### config.mk
export PLATFORM = sky130hd
export DESIGN_NAME = uart_transceiver_flat
export DESIGN_NICKNAME = d
export VERILOG_FILES = /design/src/rtl/uart_transceiver_if.sv /design/src/rtl/uart_transceiver.sv /design/src/flat_wrapper.sv
export SDC_FILE = /design/constraint.sdc
export NUM_CORES = 1
export LEC_CHECK = 0
export ABC_AREA = 1
export BUFFER_PORTS_ARGS = -buffer_cell sky130_fd_sc_hd__buf_2
export CORE_MARGIN = 10
export CORE_UTILIZATION = 55
export DETAILED_ROUTE_END_ITERATION = 10
export GPL_TIMING_DRIVEN = 0
export HOLD_SLACK_MARGIN = 0.08
export PLACE_DENSITY = 0.75
export SLEW_MARGIN = 40
export SYNTH_ARGS = -nofsm -noshare
export SYNTH_HDL_FRONTEND = slang
export SYNTH_HIERARCHICAL = 1
export SYNTH_SLANG_ARGS = --single-unit
### constraint.sdc
create_clock -name clk -period 2.53 [get_ports clk]
set_clock_uncertainty 0.15 [all_clocks]
set_input_delay 0.253 -clock clk [delete_from_list [all_inputs] [get_ports clk]]
set_output_delay 0.253 -clock clk [all_outputs]
set_load 0.1 [all_outputs]
### src/rtl/uart_transceiver_if.sv
// rtl/uart_transceiver_if.sv - host-side byte handshake between parallel logic and the UART
`timescale 1ns/1ps

interface uart_transceiver_if;
  logic [7:0] w_data;
  logic       wr_uart;
  logic       tx_full;
  logic       rd_uart;
  logic       rx_empty;
  logic [7:0] r_data;

  modport master (
    output w_data, wr_uart, rd_uart,
    input  tx_full, rx_empty, r_data
  );

  modport slave (
    input  w_data, wr_uart, rd_uart,
    output tx_full, rx_empty, r_data
  );
endinterface

### src/rtl/uart_transceiver.sv
// rtl/uart_transceiver.sv - full-duplex 8N1 UART with shared 16x tick and 4-deep FIFOs per side
// Optional build macro UART_LOOPBACK_EN feeds the receiver from tx instead of the rx pin.
`timescale 1ns/1ps

module uart_fifo #(
  parameter int AW = 2
) (
  input  logic       clk,
  input  logic       rst,
  input  logic       wr,
  input  logic [7:0] w_data,
  input  logic       rd,
  output logic [7:0] r_data,
  output logic       empty,
  output logic       full
);
  localparam int DEPTH = 1 << AW;

  logic [7:0]    mem [DEPTH];
  logic [AW-1:0] wptr;
  logic [AW-1:0] rptr;
  logic [AW:0]   count;
  logic          do_wr;
  logic          do_rd;

  // count tops out at exactly 2^AW, so its MSB alone marks full
  assign full   = count[AW];
  assign empty  = (count == '0);
  assign r_data = mem[rptr];

  // a read frees a slot in the same cycle, so a full FIFO still accepts write+read
  assign do_rd = rd && !empty;
  assign do_wr = wr && (!full || rd);

  always_ff @(posedge clk or negedge rst) begin
    if (!rst) begin
      wptr  <= '0;
      rptr  <= '0;
      count <= '0;
      for (int i = 0; i < DEPTH; i++) begin
        mem[i] <= '0;
      end
    end else begin
      if (do_wr) begin
        mem[wptr] <= w_data;
        wptr      <= wptr + AW'(1);
      end
      if (do_rd) begin
        rptr <= rptr + AW'(1);
      end
      case ({do_wr, do_rd})
        2'b10:   count <= count + (AW+1)'(1);
        2'b01:   count <= count - (AW+1)'(1);
        default: count <= count;
      endcase
    end
  end
endmodule

module uart_transceiver #(
  parameter int CLK_HZ  = 50_000_000,
  parameter int BAUD    = 9600,
  parameter int DVSR    = (CLK_HZ + 8 * BAUD) / (16 * BAUD),
  parameter int FIFO_AW = 2
) (
  input  logic               clk,
  input  logic               rst,
  uart_transceiver_if.slave  host,
  output logic               tx,
  input  logic               rx
);
  localparam int CW = (DVSR > 1) ? $clog2(DVSR) : 1;

  localparam logic [1:0] S_IDLE  = 2'd0;
  localparam logic [1:0] S_START = 2'd1;
  localparam logic [1:0] S_DATA  = 2'd2;
  localparam logic [1:0] S_STOP  = 2'd3;

  logic [CW-1:0] tick_cnt;
  logic          tick;

  assign tick = (tick_cnt == CW'(DVSR - 1));

  always_ff @(posedge clk or negedge rst) begin
    if (!rst) begin
      tick_cnt <= '0;
    end else if (tick) begin
      tick_cnt <= '0;
    end else begin
      tick_cnt <= tick_cnt + CW'(1);
    end
  end

  logic       tx_fifo_empty;
  logic       tx_pop;
  logic [7:0] tx_fifo_data;
  logic [1:0] tx_state;
  logic [3:0] tx_s;
  logic [2:0] tx_n;
  logic [7:0] tx_b;
  logic       tx_reg;

  assign tx     = tx_reg;
  assign tx_pop = (tx_state == S_IDLE) && !tx_fifo_empty;

  uart_fifo #(.AW(FIFO_AW)) u_tx_fifo (
    .clk    (clk),
    .rst    (rst),
    .wr     (host.wr_uart),
    .w_data (host.w_data),
    .rd     (tx_pop),
    .r_data (tx_fifo_data),
    .empty  (tx_fifo_empty),
    .full   (host.tx_full)
  );

  // tx is registered so it is glitch-free and snaps high on reset
  always_ff @(posedge clk or negedge rst) begin
    if (!rst) begin
      tx_state <= S_IDLE;
      tx_s     <= '0;
      tx_n     <= '0;
      tx_b     <= '0;
      tx_reg   <= 1'b1;
    end else begin
      case (tx_state)
        S_IDLE: begin
          if (!tx_fifo_empty) begin
            tx_b     <= tx_fifo_data;
            tx_s     <= '0;
            tx_reg   <= 1'b0;
            tx_state <= S_START;
          end
        end
        S_START: begin
          if (tick) begin
            if (tx_s == 4'd15) begin
              tx_s     <= '0;
              tx_n     <= '0;
              tx_reg   <= tx_b[0];
              tx_state <= S_DATA;
            end else begin
              tx_s <= tx_s + 4'd1;
            end
          end
        end
        S_DATA: begin
          if (tick) begin
            if (tx_s == 4'd15) begin
              tx_s <= '0;
              tx_b <= {1'b0, tx_b[7:1]};
              if (tx_n == 3'd7) begin
                tx_reg   <= 1'b1;
                tx_state <= S_STOP;
              end else begin
                tx_n   <= tx_n + 3'd1;
                tx_reg <= tx_b[1];
              end
            end else begin
              tx_s <= tx_s + 4'd1;
            end
          end
        end
        S_STOP: begin
          if (tick) begin
            if (tx_s == 4'd15) begin
              tx_s     <= '0;
              tx_state <= S_IDLE;
            end else begin
              tx_s <= tx_s + 4'd1;
            end
          end
        end
        default: tx_state <= S_IDLE;
      endcase
    end
  end

  logic rx_in;

`ifdef UART_LOOPBACK_EN
  wire unused_rx_pin = rx;
  assign rx_in = tx_reg;
`else
  assign rx_in = rx;
`endif

  logic [1:0] rx_sync;
  logic       rx_s;
  logic       rx_prev;
  logic [1:0] rx_state;
  logic [3:0] rx_s_cnt;
  logic [2:0] rx_n;
  logic [7:0] rx_b;
  logic       rx_push;
  logic       rx_fifo_full_unused;

  assign rx_s    = rx_sync[1];
  assign rx_push = (rx_state == S_STOP) && tick && (rx_s_cnt == 4'd15) && rx_s;

  uart_fifo #(.AW(FIFO_AW)) u_rx_fifo (
    .clk    (clk),
    .rst    (rst),
    .wr     (rx_push),
    .w_data (rx_b),
    .rd     (host.rd_uart),
    .r_data (host.r_data),
    .empty  (host.rx_empty),
    .full   (rx_fifo_full_unused)
  );

  // IDLE waits for a true 1->0 edge so a line still low after a framing error is not a new start
  always_ff @(posedge clk or negedge rst) begin
    if (!rst) begin
      rx_sync  <= 2'b11;
      rx_prev  <= 1'b1;
      rx_state <= S_IDLE;
      rx_s_cnt <= '0;
      rx_n     <= '0;
      rx_b     <= '0;
    end else begin
      rx_sync <= {rx_sync[0], rx_in};
      rx_prev <= rx_s;
      case (rx_state)
        S_IDLE: begin
          if (rx_prev && !rx_s) begin
            rx_s_cnt <= '0;
            rx_state <= S_START;
          end
        end
        S_START: begin
          if (tick) begin
            if (rx_s_cnt == 4'd7) begin
              rx_s_cnt <= '0;
              rx_n     <= '0;
              rx_state <= rx_s ? S_IDLE : S_DATA;
            end else begin
              rx_s_cnt <= rx_s_cnt + 4'd1;
            end
          end
        end
        S_DATA: begin
          if (tick) begin
            if (rx_s_cnt == 4'd15) begin
              rx_s_cnt <= '0;
              rx_b     <= {rx_s, rx_b[7:1]};
              if (rx_n == 3'd7) begin
                rx_state <= S_STOP;
              end else begin
                rx_n <= rx_n + 3'd1;
              end
            end else begin
              rx_s_cnt <= rx_s_cnt + 4'd1;
            end
          end
        end
        S_STOP: begin
          if (tick) begin
            if (rx_s_cnt == 4'd15) begin
              rx_s_cnt <= '0;
              rx_state <= S_IDLE;
            end else begin
              rx_s_cnt <= rx_s_cnt + 4'd1;
            end
          end
        end
        default: rx_state <= S_IDLE;
      endcase
    end
  end
endmodule

### src/flat_wrapper.sv
// flat-port wrapper written by rule: the top's interface ports become plain ports
module uart_transceiver_flat 
#(
  parameter int CLK_HZ  = 50_000_000,
  parameter int BAUD    = 9600,
  parameter int DVSR    = (CLK_HZ + 8 * BAUD) / (16 * BAUD),
  parameter int FIFO_AW = 2
)
  (clk, rst, tx, rx, host_w_data, host_wr_uart, host_rd_uart, host_tx_full, host_rx_empty, host_r_data);
  uart_transceiver_if host_i ();
  input  logic clk;
  input  logic rst;
  output logic tx;
  input  logic rx;
  input wire logic [$bits(host_i.w_data)-1:0] host_w_data;
  input wire logic [$bits(host_i.wr_uart)-1:0] host_wr_uart;
  input wire logic [$bits(host_i.rd_uart)-1:0] host_rd_uart;
  output wire logic [$bits(host_i.tx_full)-1:0] host_tx_full;
  output wire logic [$bits(host_i.rx_empty)-1:0] host_rx_empty;
  output wire logic [$bits(host_i.r_data)-1:0] host_r_data;
  assign host_i.w_data = host_w_data;
  assign host_i.wr_uart = host_wr_uart;
  assign host_i.rd_uart = host_rd_uart;
  assign host_tx_full = host_i.tx_full;
  assign host_rx_empty = host_i.rx_empty;
  assign host_r_data = host_i.r_data;
  uart_transceiver #(.CLK_HZ(CLK_HZ), .BAUD(BAUD), .DVSR(DVSR), .FIFO_AW(FIFO_AW)) u_core (.clk(clk), .rst(rst), .host(host_i), .tx(tx), .rx(rx));
endmodule
* After elaboration in Yosys (flattened, before gate mapping)
Cells that the tools add are included.
** Word-level totals
- Register bits :: 125
** Operators by class
- Reduce and logical (&&, ||, !) cells :: 39
- Add/subtract/negate cells :: 13
- $lt $le $gt $ge :: 6
- Multiplexer cells :: 67
- Bitwise operators :: 4
- Equality and inequality tests :: 36
** Operator list (count)
- 8-bit 2-to-1 mux :: 9
- 32-bit bitwise mux :: 2
- 2-bit 2-to-1 mux :: 17
- 8-bit binary-select mux with 2-bit select :: 2
- 8-bit demux with 2-bit select :: 2
- 4-bit 2-to-1 mux :: 8
- 2-bit by 1-bit != test with 1-bit output (second input constant) :: 16
- 3-bit 2-to-1 mux :: 10
- 3-bit one-hot mux with 2 select lines :: 4
- 6-bit AND reduction :: 3
- 2-bit one-hot mux with 4 select lines :: 2
- 8-bit one-hot mux with 2 select lines :: 1
- 8-bit AND reduction :: 2
- 3-bit by 1-bit adder with 3-bit output (second input constant) :: 4
- 2-bit equality test (second input constant) :: 6
- 3-bit greater-or-equal comparator (second input constant) :: 4
- 2-bit inverter with 3-bit output :: 4
- 4-bit one-hot mux with 3 select lines :: 1
- 1-bit logical AND :: 11
- 2-bit nonzero test :: 5
- 9-bit by 1-bit adder with 9-bit output (second input constant) :: 1
- 9-bit equality test (second input constant) :: 1
- 9-bit 2-to-1 mux :: 1
- 2-bit by 1-bit adder with 2-bit output (second input constant) :: 4
- other kinds (21) :: 45

* Longest topological paths before layout
Gate-level depths: netlist (run 1).
- Word-level depth :: 7
- Gate-level depth with buffers :: 16
- Mapped depth without buffers :: 15

* Cells and area by module
Netlist (run 1), hierarchy kept.
** Modules (own cells, without submodules)
- uart_fifo :: cells each 256, times used 2, area an instance 2144.6 sq um
- uart_transceiver :: cells each 292, times used 1, area an instance 2532.4 sq um

* Worst setup path before layout (run 1)
No wires, ideal clock.
- Path kind :: register to register
- Start :: register u_core.u_tx_fifo.count[2]
- End :: register u_core.u_tx_fifo.count[1]
- Setup time :: 0.083 ns
- Stages on the path, launching flop included :: 13
- Path slack :: -0.441 ns
- Data required time :: 2.297 ns
- Buffers on the path :: 1
- Data arrival time :: 2.738 ns
- Cells stage by stage :: dfrtp_1 -> inv_1 -> nand3_1 -> inv_1 -> nor2_1 -> inv_2 -> nand2_2 -> buf_12 -> nand2_1 -> ha_1 -> inv_1 -> fa_1 -> o21ai_0
** Between the ends
- Word-level cells in the longest chain between the ends :: 7
- Elaborated cells between the ends (all ways) :: 11
- Those cells by class :: 2 x eq/ne; 1 x mux; 8 x reduce/logical
** RTL lines
- start: declaration :: RTL line uart_transceiver.sv:22 : logic [AW:0] count;
- start signal: assignment :: RTL line uart_transceiver.sv:52 : 2'b10: count <= count + (AW+1)'(1);
- start signal: assignment :: RTL line uart_transceiver.sv:53 : 2'b01: count <= count - (AW+1)'(1);
- start signal: assignment :: RTL line uart_transceiver.sv:54 : default: count <= count;
- 3-bit logical NOT (*) :: RTL line uart_transceiver.sv:28 : assign empty = (count == '0);
- net u_core.tx_fifo_empty :: RTL line uart_transceiver.sv:94 : logic tx_fifo_empty;
- 1-bit logical NOT (*) :: RTL line uart_transceiver.sv:104 : assign tx_pop = (tx_state == S_IDLE) && !tx_fifo_empty;
- 1-bit logical AND (*) :: RTL line uart_transceiver.sv:104
- net u_core.tx_pop :: RTL line uart_transceiver.sv:95 : logic tx_pop;
- 1-bit logical OR :: RTL line uart_transceiver.sv:33 : assign do_wr = wr && (!full || rd);
- 1-bit logical AND :: RTL line uart_transceiver.sv:33
- 2-bit by 1-bit equality test with 1-bit output / 2-bit equality test (equally long branches) :: RTL line uart_transceiver.sv:51 : case ({do_wr, do_rd})
- 3-bit one-hot mux with 2 select lines / 2-bit nonzero test (equally long branches)
Mark *: on every way through the listed nets, which the timed path passes. The rest lies on a longest branch.
A chain may end at the register's enable or synchronous reset.

* Worst setup path after layout (run 1)
- Start :: register u_core.rx_s_cnt[0]
- End :: register u_core.u_rx_fifo.count[1]
** Between the ends
- Word-level cells in the longest chain between the ends :: 6
- Elaborated cells between the ends (all ways) :: 8
- Those cells by class :: 3 x eq/ne; 1 x mux; 4 x reduce/logical
** RTL lines
- start: declaration :: RTL line uart_transceiver.sv:192 : logic [3:0] rx_s_cnt;
- start signal: assignment :: RTL line uart_transceiver.sv:238 : rx_s_cnt <= rx_s_cnt + 4'd1;
- start signal: assignment :: RTL line uart_transceiver.sv:253 : rx_s_cnt <= rx_s_cnt + 4'd1;
- start signal: assignment :: RTL line uart_transceiver.sv:263 : rx_s_cnt <= rx_s_cnt + 4'd1;
- 4-bit equality test (*) :: RTL line uart_transceiver.sv:199 : assign rx_push = (rx_state == S_STOP) && tick && (rx_s_cnt == 4'd15) && rx_s;
- 1-bit logical AND (*) (2 in a row) :: RTL line uart_transceiver.sv:199
- net u_core.rx_push :: RTL line uart_transceiver.sv:195 : logic rx_push;
- 1-bit logical AND (*) :: RTL line uart_transceiver.sv:33
- 2-bit by 1-bit equality test with 1-bit output / 2-bit equality test (equally long branches) :: RTL line uart_transceiver.sv:51
- 3-bit one-hot mux with 2 select lines / 2-bit nonzero test (equally long branches)
- end signal: assignment :: RTL line uart_transceiver.sv:52
- end signal: assignment :: RTL line uart_transceiver.sv:53
- end signal: assignment :: RTL line uart_transceiver.sv:54
- end: declaration :: RTL line uart_transceiver.sv:22
Marks and branches as above.

==> metrics.txt, run 1 <==
fin worst setup slack just over 100 ps; FMAX around 0.4 GHz; number of synthesized flops with an enable pin 0; Tcrit/Tclk final 0.960; status finished clean; crit start category register; worst hold slack roughly 150 ps; reg2reg end u_core/u_rx_fifo/count[1]$_DFFE_PN0P_; final wirelength 15700 um; vias in the first global route 5753; total track usage 0.189; row count 40; initial antenna violation count 0; first-pass GRT wire length 27300 um; clk sinks around 130; largest net degree at the start of global routing 77; share of layout cells above drive strength 1 0.177; vias per cell around 5.5; Syn Inst Count ~800; Worst Path Max Fanout 4; worst slew pin tran 495 ps; Lkg Pwr around 4.2 nW; setup TNS 0 ps; mapped cell area a little under 0.007 mm^2; Critical Path AT ~2600 ps; Clock Latency Late Sink 410 ps; placed cell area approximately 0.0072 mm^2; Clock Tree Root clkbuf_16; Synthesis Warnings 6; CP Capture Type register; most common library cells after synthesis nand2_1 (286), dfrtp_1 (121), inv_1 (92); Yosys top cell by area dfrtp_1; Fin. Hold Viols 0; ys async rst share 1.00; Num CTS Buffers 17; CTS tree built; VDD IR-drop max about 0.73 mV; Syn-to-layout area delta 18.1%; # nets final approximately 900; n_diodes 0; Iter 0 DRT Violations around 620; hold worst-path end u_core/u_tx_fifo/mem[27]$_DFFE_PN0P_; pwr/cell area between 1000 and 1500 mW/mm^2; Max-cap violations 0; Top Registers u_core/u_rx_fifo/mem: 32 flops, u_core/u_tx_fifo/mem: 32 flops, u_core/tick_cnt: 9 flops; min Tclk post-route 2430 ps; Initial Utilization 0.566; RR Startpoint u_core/rx_s_cnt[0]$_DFFE_PN0P_; Synth area leaders dfrtp_1 (44%), nand2_1 (16%), nand4_1 (6.4%); pre-CTS setup slack -287 ps; Mean Syn Cell Area around 8.5 um^2; First-pass DRT Iterations 7; # setup viols final 0; total core area about 0.012 mm^2; Slew Limit Headroom 0.672; drt drc 0; critical path class register to register; I/O Buffers 23; wire length per cell between 15 and 20 um; count of cell types in the netlist 39; post-route ant nets 0; syn nets approximately 840; Seq. cell area 0.00314 mm^2; #FFs+latches synth between 100 and 150; Post-DP HPWL 10700 um; hold depth 4; die width around 130 um; Yosys top cell area share 0.444; clock slew at reported path FFs approximately 50 ps; HP Start host_wr_uart; most frequent cell after synthesis nand2_1; Top FF cell, synth dfrtp_1; R2R cell count 9; gp weighted congestion between 0.8 and 0.9; # fillers approximately 950; Bufs on Longest Clock Path 2; Final Slew Violations 0; DR vias between 5k and 6k; multi-input logic area just over 0.003 mm^2; Hold Crit Class input pin to register; die area 0.0173 mm^2; setup slack, reg-to-reg 100 ps; Ports 24; Die Y approximately 130 um; GRT overflow 0; WP data required between 2000 and 3000 ps; htree depth 4; Seq/Total Area, Yosys 0.459; final instance area 0.00806 mm^2
per-stage QoR:
step | total power, mW | instances | util
floorplan | 4.80 | 804 | -
global placement | 5.27 | 995 | 0.594
detailed placement | 5.41 | 996 | 0.597
CTS | 8.18 | 1042 | 0.664
global route | 8.69 | 1044 | 0.668
finish | 8.17 | 1044 | 0.668
repair_timing:
item,in CTS,in global routing
gates cloned,0,0
pin swaps,3,4
hold buffers,11,0
resized for setup,7,11
endpoints found under the hold margin,156,0
buffers inserted,3,2
endpoints found under the setup margin,5,4
cell usage in the layout (no fill, tap or decap), types with 5 or more instances in the layout:
master	instances
clkbuf_16	17
a21oi_1	7
ha_1	20
clkinv_2	5
buf_4	7
nand3_4	7
nand2_2	5
nor3_1	6
bufinv_16	6
nor2_1	18
nand3_1	28
o211ai_1	32
o21ai_0	10
buf_12	8
dlygate4sd3_1	11
nand2_1	284
inv_2	8
nand4_1	70
buf_2	43
dfrtp_1	120
xor2_1	6
o21ai_2	16
inv_1	89
mux2i_1	7
kinds of logic after synthesis:
logic type               after synthesis  share of synthesized area
AND/OR/NAND/NOR                      434                      0.294
XOR/XNOR                               8                     0.0103
buffers and inverters                135                      0.104
flip-flops                           125                      0.459
multiplexers                           7                     0.0103
adder cells (fa/ha/maj)               25                     0.0481
AO/OA/AOI/OAI                         70                     0.0743
worst max-delay path: stages, from the launching register on:
cell and delay (ps):
dfrtp_1 390, ha_1 250, nand3_2 150, nor4_4 340, buf_6 160, nand2_4 70
ha_2 190, inv_1 80, fa_2 440, o21ai_2 120
area by class of cell:
type,count,share of cell area
Sequential cell,125,0.389
Clock inverter,13,0.0273
Buffer,35,0.0404
Timing Repair Buffer,40,0.0373
Multi-Input combinational cell,544,0.378
Tap cell,168,0.0261
Clock buffer,19,0.0537
Inverter,100,0.0475
routing by layer:
layer,global-route usage,part of all wire,vias to the layer above
met5,0,0,-
met4,0.0810,0.024,0
met3,0.0575,0.051,44
met2,0.306,0.49,188
met1,0.230,0.44,2763
li1,-,-,2755
power by group:
group          internal, mW  switching, mW
clock                  1.84          0.857
combinational          1.02           1.77
sequential             2.42          0.274
worst max-delay path by stage:
stage                                          start                                     to  cells past startpoint
2_1_floorplan  u_core/u_tx_fifo/count[2]$_DFFE_PN0P_  u_core/u_tx_fifo/count[1]$_DFFE_PN0P_                     12
3_3_place_gp                                     rst  u_core/u_tx_fifo/count[2]$_DFFE_PN0P_                      1
3_5_place_dp            u_core/tick_cnt[1]$_DFF_PN0_  u_core/u_rx_fifo/count[1]$_DFFE_PN0P_                     12
4_1_cts               u_core/rx_s_cnt[0]$_DFFE_PN0P_  u_core/u_rx_fifo/count[1]$_DFFE_PN0P_                      9
5_1_grt                 u_core/tick_cnt[1]$_DFF_PN0_  u_core/u_rx_fifo/count[1]$_DFFE_PN0P_                     12
6_report              u_core/rx_s_cnt[0]$_DFFE_PN0P_  u_core/u_rx_fifo/count[1]$_DFFE_PN0P_                      9
(Power assumes the default switching activity.)
==> run 2: changes to the inputs <==
--- a/config.mk
+++ b/config.mk
@@ -16,5 +16,4 @@
 export SLEW_MARGIN = 40
 export SYNTH_ARGS = -nofsm -noshare
 export SYNTH_HDL_FRONTEND = slang
-export SYNTH_HIERARCHICAL = 1
 export SYNTH_SLANG_ARGS = --single-unit
==> run 2 against run 1 <==
Synthesized area fell by 13%. Synthesized cell count fell by 14%. First-iteration DRC count fell by 34%. Via count fell by 17%. Non-clock buffer count fell by 19. Count of clock-buffer cells in the layout rose by 7. Die area fell by 11%. Critical endpoint is now host_r_data[3].
==> metrics.txt, run 2 <==
status finished clean; first-pass GRT wire length 22500 um (-18%); Top Registers u_core.u_rx_fifo.mem: 32 flops, u_core.u_tx_fifo.mem: 32 flops, u_core.tick_cnt: 9 flops; wire length per cell 14.5 um (-3.6%); gp weighted congestion 0.854 (-1.4%); most frequent cell after synthesis nand2_1; Fin. Hold Viols 0 (unchanged); Bufs on Longest Clock Path 2 (unchanged); Power, Total 7.27 mW (-11%); Num CTS Buffers 17 (unchanged); Worst Path Max Fanout 10 (+6); I/O Buffers 23 (unchanged); First-pass DRT Iterations 5 (-2); Max-cap violations 0 (unchanged); Hold Crit Class register to register; hold depth 0 (-4); RR Startpoint u_core.tx_state[0]$_DFFE_PN0P_; drt drc 0 (unchanged); htree depth 4 (unchanged); die area 0.0154 mm^2 (-11%); critical path class register to output pin; clk sinks 125 (unchanged); Max stage delay on crit path 480 ps (+40 ps); Initial Utilization 0.570 (+0.00440); Synth area leaders dfrtp_1 (51%), nand2_1 (11%), o21ai_0 (7.3%); pre-CTS setup slack 129 ps (+416 ps); HP Start u_core.rx_sync[0]$_DFF_PN1_; Non-Filler Instances 893 (-14%); reg2reg end u_core.u_tx_fifo.count[2]$_DFFE_PN0P_; Top FF cell, synth dfrtp_1; FMAX 0.419 GHz (+1.7%); most frequent cells in the layout nand2_1 (182), dfrtp_1 (119), o21ai_0 (87), inv_1 (66), nor2_1 (45); initial antenna violation count 0 (unchanged); row count 37 (-7.5%); Critical Path AT 1980 ps (-640 ps); worst hold slack 203 ps (+52.3 ps); clock slew at reported path FFs 60 ps (about the same); crit start category register; #FFs+latches synth 125 (unchanged); crit-path leading delay family buffers and inverters; mapped cell area 0.00596 mm^2 (-13%); post-route ant nets 0 (unchanged); Clock Latency Late Sink 530 ps (+120 ps); Final Slew Violations 0 (unchanged); CTS tree built; R2R cell count 10 (+1); Ports 24 (unchanged); vias in the first global route 4907 (-15%); setup slack, reg-to-reg 150 ps (+50 ps); vias per cell 5.36 (-2.7%); die width 124 um (-5.5%); # nets final 781 (-13%); placed cell area 0.00635 mm^2 (-12%); Synthesis Warnings 0 (-6); VDD IR-drop max 0.716 mV (-2.6%); Mean Syn Cell Area 8.67 um^2 (+2.2%); # Post-CTS Setup Buffers 0 (-3); Iter 0 DRT Violations 405 (-34%); pwr/cell area 1020 mW/mm^2 (+0.48%); CP Cell Sequence inv_1 > clkbuf_2 > nor2_1 > o22ai_2 > buf_6; GRT overflow 0 (unchanged); Syn Inst Count 688 (-14%); Yosys top cell area share 0.508 (+0.0639); syn nets 725 (-14%); Clock Tree Root clkbuf_8; Placed Cells 848 (-15%); most common library cells after synthesis nand2_1 (182), dfrtp_1 (121), o21ai_0 (87); DR vias 4784 (-17%); ys async rst share 1.00 (unchanged); final wirelength 13000 um (-18%); Core Util, Final 0.682 (+0.0139); fin worst setup slack 142 ps (+40.5 ps); largest net degree at the start of global routing 77 (unchanged); total core area 0.0105 mm^2 (-13%); hold worst-path end u_core.rx_sync[1]$_DFF_PN1_; WP data required 2130 ps (-590 ps); slowest stage cell, crit path dfrtp_2; n_diodes 0 (unchanged); CP Capture Type output pin; Slew Limit Headroom 0.670 (-0.00254); worst slew pin tran 495 ps (+0.408 ps); Tcrit/Tclk final 0.944 (-0.0160); count of cell types in the netlist 33 (-15%); total track usage 0.182 (-0.00766); number of synthesized flops with an enable pin 0 (unchanged); Post-DP HPWL 8810 um (-18%); WP buf/inv 3 (+1); setup TNS 0 ps (unchanged); # setup viols final 0 (unchanged); Seq/Total Area, Yosys 0.525 (+0.0661); final instance area 0.00713 mm^2 (-11%); Yosys top cell by area dfrtp_1; min Tclk post-route 2390 ps (-40.5 ps); share of layout cells above drive strength 1 0.143 (-0.0343); Die Y 124 um (-5.5%); commonest non-fill, non-tap cell in the layout nand2_1; Lkg Pwr 3.51 nW (-17%); Syn-to-layout area delta 19.6%
[run 2: cell types whose count changed after synthesis, sizes merged, moves of 9 or more]
cell    delta
o22ai      +9
o21ai     +96
nand4     -66
nor2      +25
nand2    -103
inv       -30
buf       -22
o211ai    -32
[run 2: cells by family (layout without fill, tap and decap cells)]
group	count (synthesis)	in the layout	share of synthesized area
simple gates	287	287	0.206
compound gates	147	147	0.129
flops	125	125	0.525
buf+inv	91	160	0.0663
fa+ha+maj	24	24	0.0529
xor+xnor	14	14	0.0206
[run 2: cell type report]
cell class	count	area [um^2]
inverter	72	277
sequential	125	3140
buffer	18	118
multi-input combinational	472	2500
tap	136	170
clock buffer	26	508
clock inverter	6	80.1
timing repair buffer	38	343
fill	817	3330
[run 2: timing repair]
action / in CTS / in global routing
endpoints found under the setup margin: 8 / 9
pin swaps: 0 / 0
endpoints found under the hold margin: 163 / 0
gates resized for setup: 10 / 11
hold buffers: 14 / 0
[run 2: worst reg2reg max path: cells and delay by family, from the launching register on]
family | cells | cell delay, ps
flops | 1 | 410
xor+xnor | 1 | 150
fa+ha+maj | 3 | 870
compound gates | 2 | 250
buf+inv | 3 | 310
simple gates | 1 | 120
[run 2: metal layers]
metal  part of all wire  wire (um)  vias up  GRT usage
met1               0.43       5560     2308      0.216
met4              0.014        182        0     0.0691
met2               0.51       6570      114      0.305
met5                  0          0        -          0
met3              0.050        652       21     0.0538
li1                   -          -     2341          -
[run 2: worst max-delay path by stage]
stage / startpoint / endpoint / slack [ps] / cells after the start
after global routing: u_core.tx_state[1]$_DFFE_PN0P_ / u_core.u_tx_fifo.count[2]$_DFFE_PN0P_ / -6 / 10
after global placement: rst / u_core.u_tx_fifo.count[2]$_DFFE_PN0P_ / -700 / 1
after floorplan: u_core.u_rx_fifo.count[2]$_DFFE_PN0P_ / u_core.u_rx_fifo.count[1]$_DFFE_PN0P_ / 30 / 6
final: u_core.u_rx_fifo.rptr[0]$_DFFE_PN0P_ / host_r_data[3] / 140 / 5
after CTS: u_core.u_rx_fifo.rptr[0]$_DFFE_PN0P_ / host_r_data[4] / 30 / 5
after detailed placement: u_core.tx_state[0]$_DFFE_PN0P_ / u_core.u_tx_fifo.count[2]$_DFFE_PN0P_ / 130 / 9
[run 2: report_power, final]
group,internal (mW),leakage (nW),switching (mW),total [mW]
logic,0.680,1.59,1.59,2.27
clock network,1.55,0.295,0.853,2.41
registers,2.33,1.63,0.253,2.59
==> run 3: changes to the inputs <==
--- a/config.mk
+++ b/config.mk
@@ -7,12 +7,14 @@
 export LEC_CHECK = 0
 export ABC_AREA = 1
 export BUFFER_PORTS_ARGS = -buffer_cell sky130_fd_sc_hd__buf_2
+export CORE_ASPECT_RATIO = 0.9
 export CORE_MARGIN = 10
 export CORE_UTILIZATION = 55
 export DETAILED_ROUTE_END_ITERATION = 10
 export GPL_TIMING_DRIVEN = 0
 export HOLD_SLACK_MARGIN = 0.08
 export PLACE_DENSITY = 0.75
+export REMOVE_ABC_BUFFERS = 1
 export SLEW_MARGIN = 40
 export SYNTH_ARGS = -nofsm -noshare
 export SYNTH_HDL_FRONTEND = slang
==> run 3 against run 2 <==
Non-clock buffer count decreased by 21. Flip-flop and latch count unchanged. First-iteration DRC count decreased by 13%. Global-route usage decreased by 0.96 points. Combinational power decreased by 11%. Sequential power about the same. Critical path depth decreased by 1. Critical path type unchanged.
==> metrics.txt, run 3 (synthesis gave the netlist of run 2 again) <==
Syn-to-layout area delta 16.7%; Slew Limit Headroom 0.590 (-0.0798); Initial Utilization 0.572 (+0.00219); status finished clean; Post-DP HPWL 8110 um (-7.9%); Ports 24 (unchanged); Iter 0 DRT Violations 353 (-13%); Critical Path AT 2030 ps (+50 ps); WP data required 2130 ps (about the same); Num CTS Buffers 17 (unchanged); total track usage 0.172 (-0.00959); # nets final 761 (-2.6%); Worst Path Max Fanout 9 (-1); # Post-CTS Setup Buffers 0 (unchanged); clock slew at reported path FFs 50 ps (about the same); crit start category register; commonest non-fill, non-tap cell in the layout nand2_1; DR vias 4688 (-2.0%); Max stage delay on crit path 500 ps (+20 ps); Power, Total 7.33 mW (+0.94%); wire length per cell 14.5 um (about the same); pwr/cell area 1050 mW/mm^2 (+3.4%); worst slew pin tran 615 ps (+120 ps); Placed Cells 822 (-3.1%); CP Cell Sequence inv_1 > o21ai_0 > o22ai_1 > buf_2; Die Y 119 um (-4.3%); FMAX 0.410 GHz (-2.1%); CTS tree built; Clock Tree Root clkbuf_16; Non-Filler Instances 866 (-3.0%); final wirelength 12600 um (-3.0%); Seq. cell area 0.00313 mm^2 (about the same); share of layout cells above drive strength 1 0.122 (-0.0206); Lkg Pwr 3.43 nW (-2.3%); critical path class register to output pin; vias in the first global route 4809 (-2.0%); GRT overflow 0 (unchanged); most frequent cells in the layout nand2_1 (182), dfrtp_1 (120), o21ai_0 (86), inv_1 (65), nor2_1 (44); clk sinks 125 (unchanged); post-route ant nets 0 (unchanged); CP Capture Type output pin; htree depth 4 (unchanged); # fillers 832 (+1.8%); Final Slew Violations 0 (unchanged); # setup viols final 0 (unchanged); First-pass DRT Iterations 5 (unchanged); VDD IR-drop max 0.597 mV (-17%); RSZ-0062 raised after global routing yes; initial antenna violation count 0 (unchanged); vias per cell 5.41 (+1.0%); min Tclk post-route 2440 ps (+50.0 ps); Bufs on Longest Clock Path 2 (unchanged); multi-input logic area 0.00245 mm^2 (-2.2%); Tcrit/Tclk final 0.964 (+0.0198); drt drc 0 (unchanged); I/O Buffers 23 (unchanged); die area 0.0154 mm^2 (about the same); Hold Crit Class input pin to register; die width 130 um (+4.5%); Top Registers u_core.u_rx_fifo.mem: 32 flops, u_core.u_tx_fifo.mem: 32 flops, u_core.tick_cnt: 9 flops; Max-cap violations 0 (unchanged); row count 35 (-5.4%); slowest stage cell, crit path dfrtp_1; Fin. Hold Viols 0 (unchanged); Clock Latency Late Sink 410 ps (-120 ps); n_diodes 0 (unchanged); gp weighted congestion 0.836 (-2.1%); total core area 0.0104 mm^2 (-0.38%); first-pass GRT wire length 22000 um (-2.1%); largest net degree at the start of global routing 67 (-13%)
[run 3: changes by cell type in the layout (fill, tap and decap cells not counted), sizes merged]
cell / change
buf: -14
clkbuf: -9
bufinv: +3
clkinvlp: +3
dlygate4sd3: -3
clkinv: +1
inv: -1
[run 3: final cells by class]
class	instances	area share
multi-input cells	472	0.351
flip-flops and latches	125	0.450
clock inverters	11	0.0268
inverters	72	0.0403
repair buffers	35	0.0381
repair inverters	1	0.00108
well taps	129	0.0232
clock buffers	21	0.0690
[run 3: report_power, final]
part           internal (mW)  switching, mW  leakage [nW]
registers               2.33          0.280          1.63
logic                  0.518           1.49          1.47
clock network           1.85          0.864         0.329
total                   4.70           2.64          3.43
[run 3: repair_timing]
action / 4_1_cts / 5_1_grt
hold buffers: 11 / 0
gates cloned: 0 / 1
endpoints found under the setup margin: 9 / 11
hold endpoints to repair: 156 / 0
resized for setup: 3 / 6
[run 3: per-layer routing]
metal | up-vias | routed length (um) | global-route usage
met5 | - | 0 | 0
met1 | 2276 | 5810 | 0.218
met2 | 96 | 6100 | 0.279
li1 | 2299 | - | -
met4 | 0 | 179 | 0.0660
met3 | 17 | 487 | 0.0384
[run 3: stage by stage]
| step | util | setup WS (ps) | cell area (um^2) | hold WS, ps | TNS (ps) |
|---|---|---|---|---|---|
| 6_report | 0.668 | 92.2 | 6960 | 146 | 0 |
| 5_1_grt | 0.668 | -34.0 | 6960 | 172 | -34.0 |
| 4_1_cts | 0.666 | 62.6 | 6940 | 128 | 0 |
| 3_5_place_dp | 0.591 | -2.11 | 6160 | 63.2 | -2.11 |
| 3_3_place_gp | 0.587 | -448 | 6120 | 196 | -53510 |
| 2_1_floorplan | - | -1420 | 5840 | -193 | -8100 |
[run 3: critical path: cells and delay by family (launching register included)]
family	cells	cell delay (ps)
AO/OA/AOI/OAI	2	340
buffers and inverters	2	780
flip-flops	1	500
[run 3: final timing paths]
path                                                      start                               endpoint  slack, ps  cells after the start
max                        u_core.u_rx_fifo.rptr[1]$_DFFE_PN0P_                         host_r_data[6]         90                      4
min reg2reg                         u_core.rx_sync[0]$_DFF_PN1_            u_core.rx_sync[1]$_DFF_PN1_        210                      0
min                                                host_rd_uart   u_core.u_rx_fifo.rptr[0]$_DFFE_PN0P_        150                      4
max in group asynchronous                                   rst            u_core.rx_sync[0]$_DFF_PN1_       1290                      3
max reg2reg                      u_core.tx_state[0]$_DFFE_PN0P_  u_core.u_tx_fifo.count[2]$_DFFE_PN0P_        140                      9
min in group asynchronous                                   rst   u_core.u_rx_fifo.mem[18]$_DFFE_PN0P_        230                      2
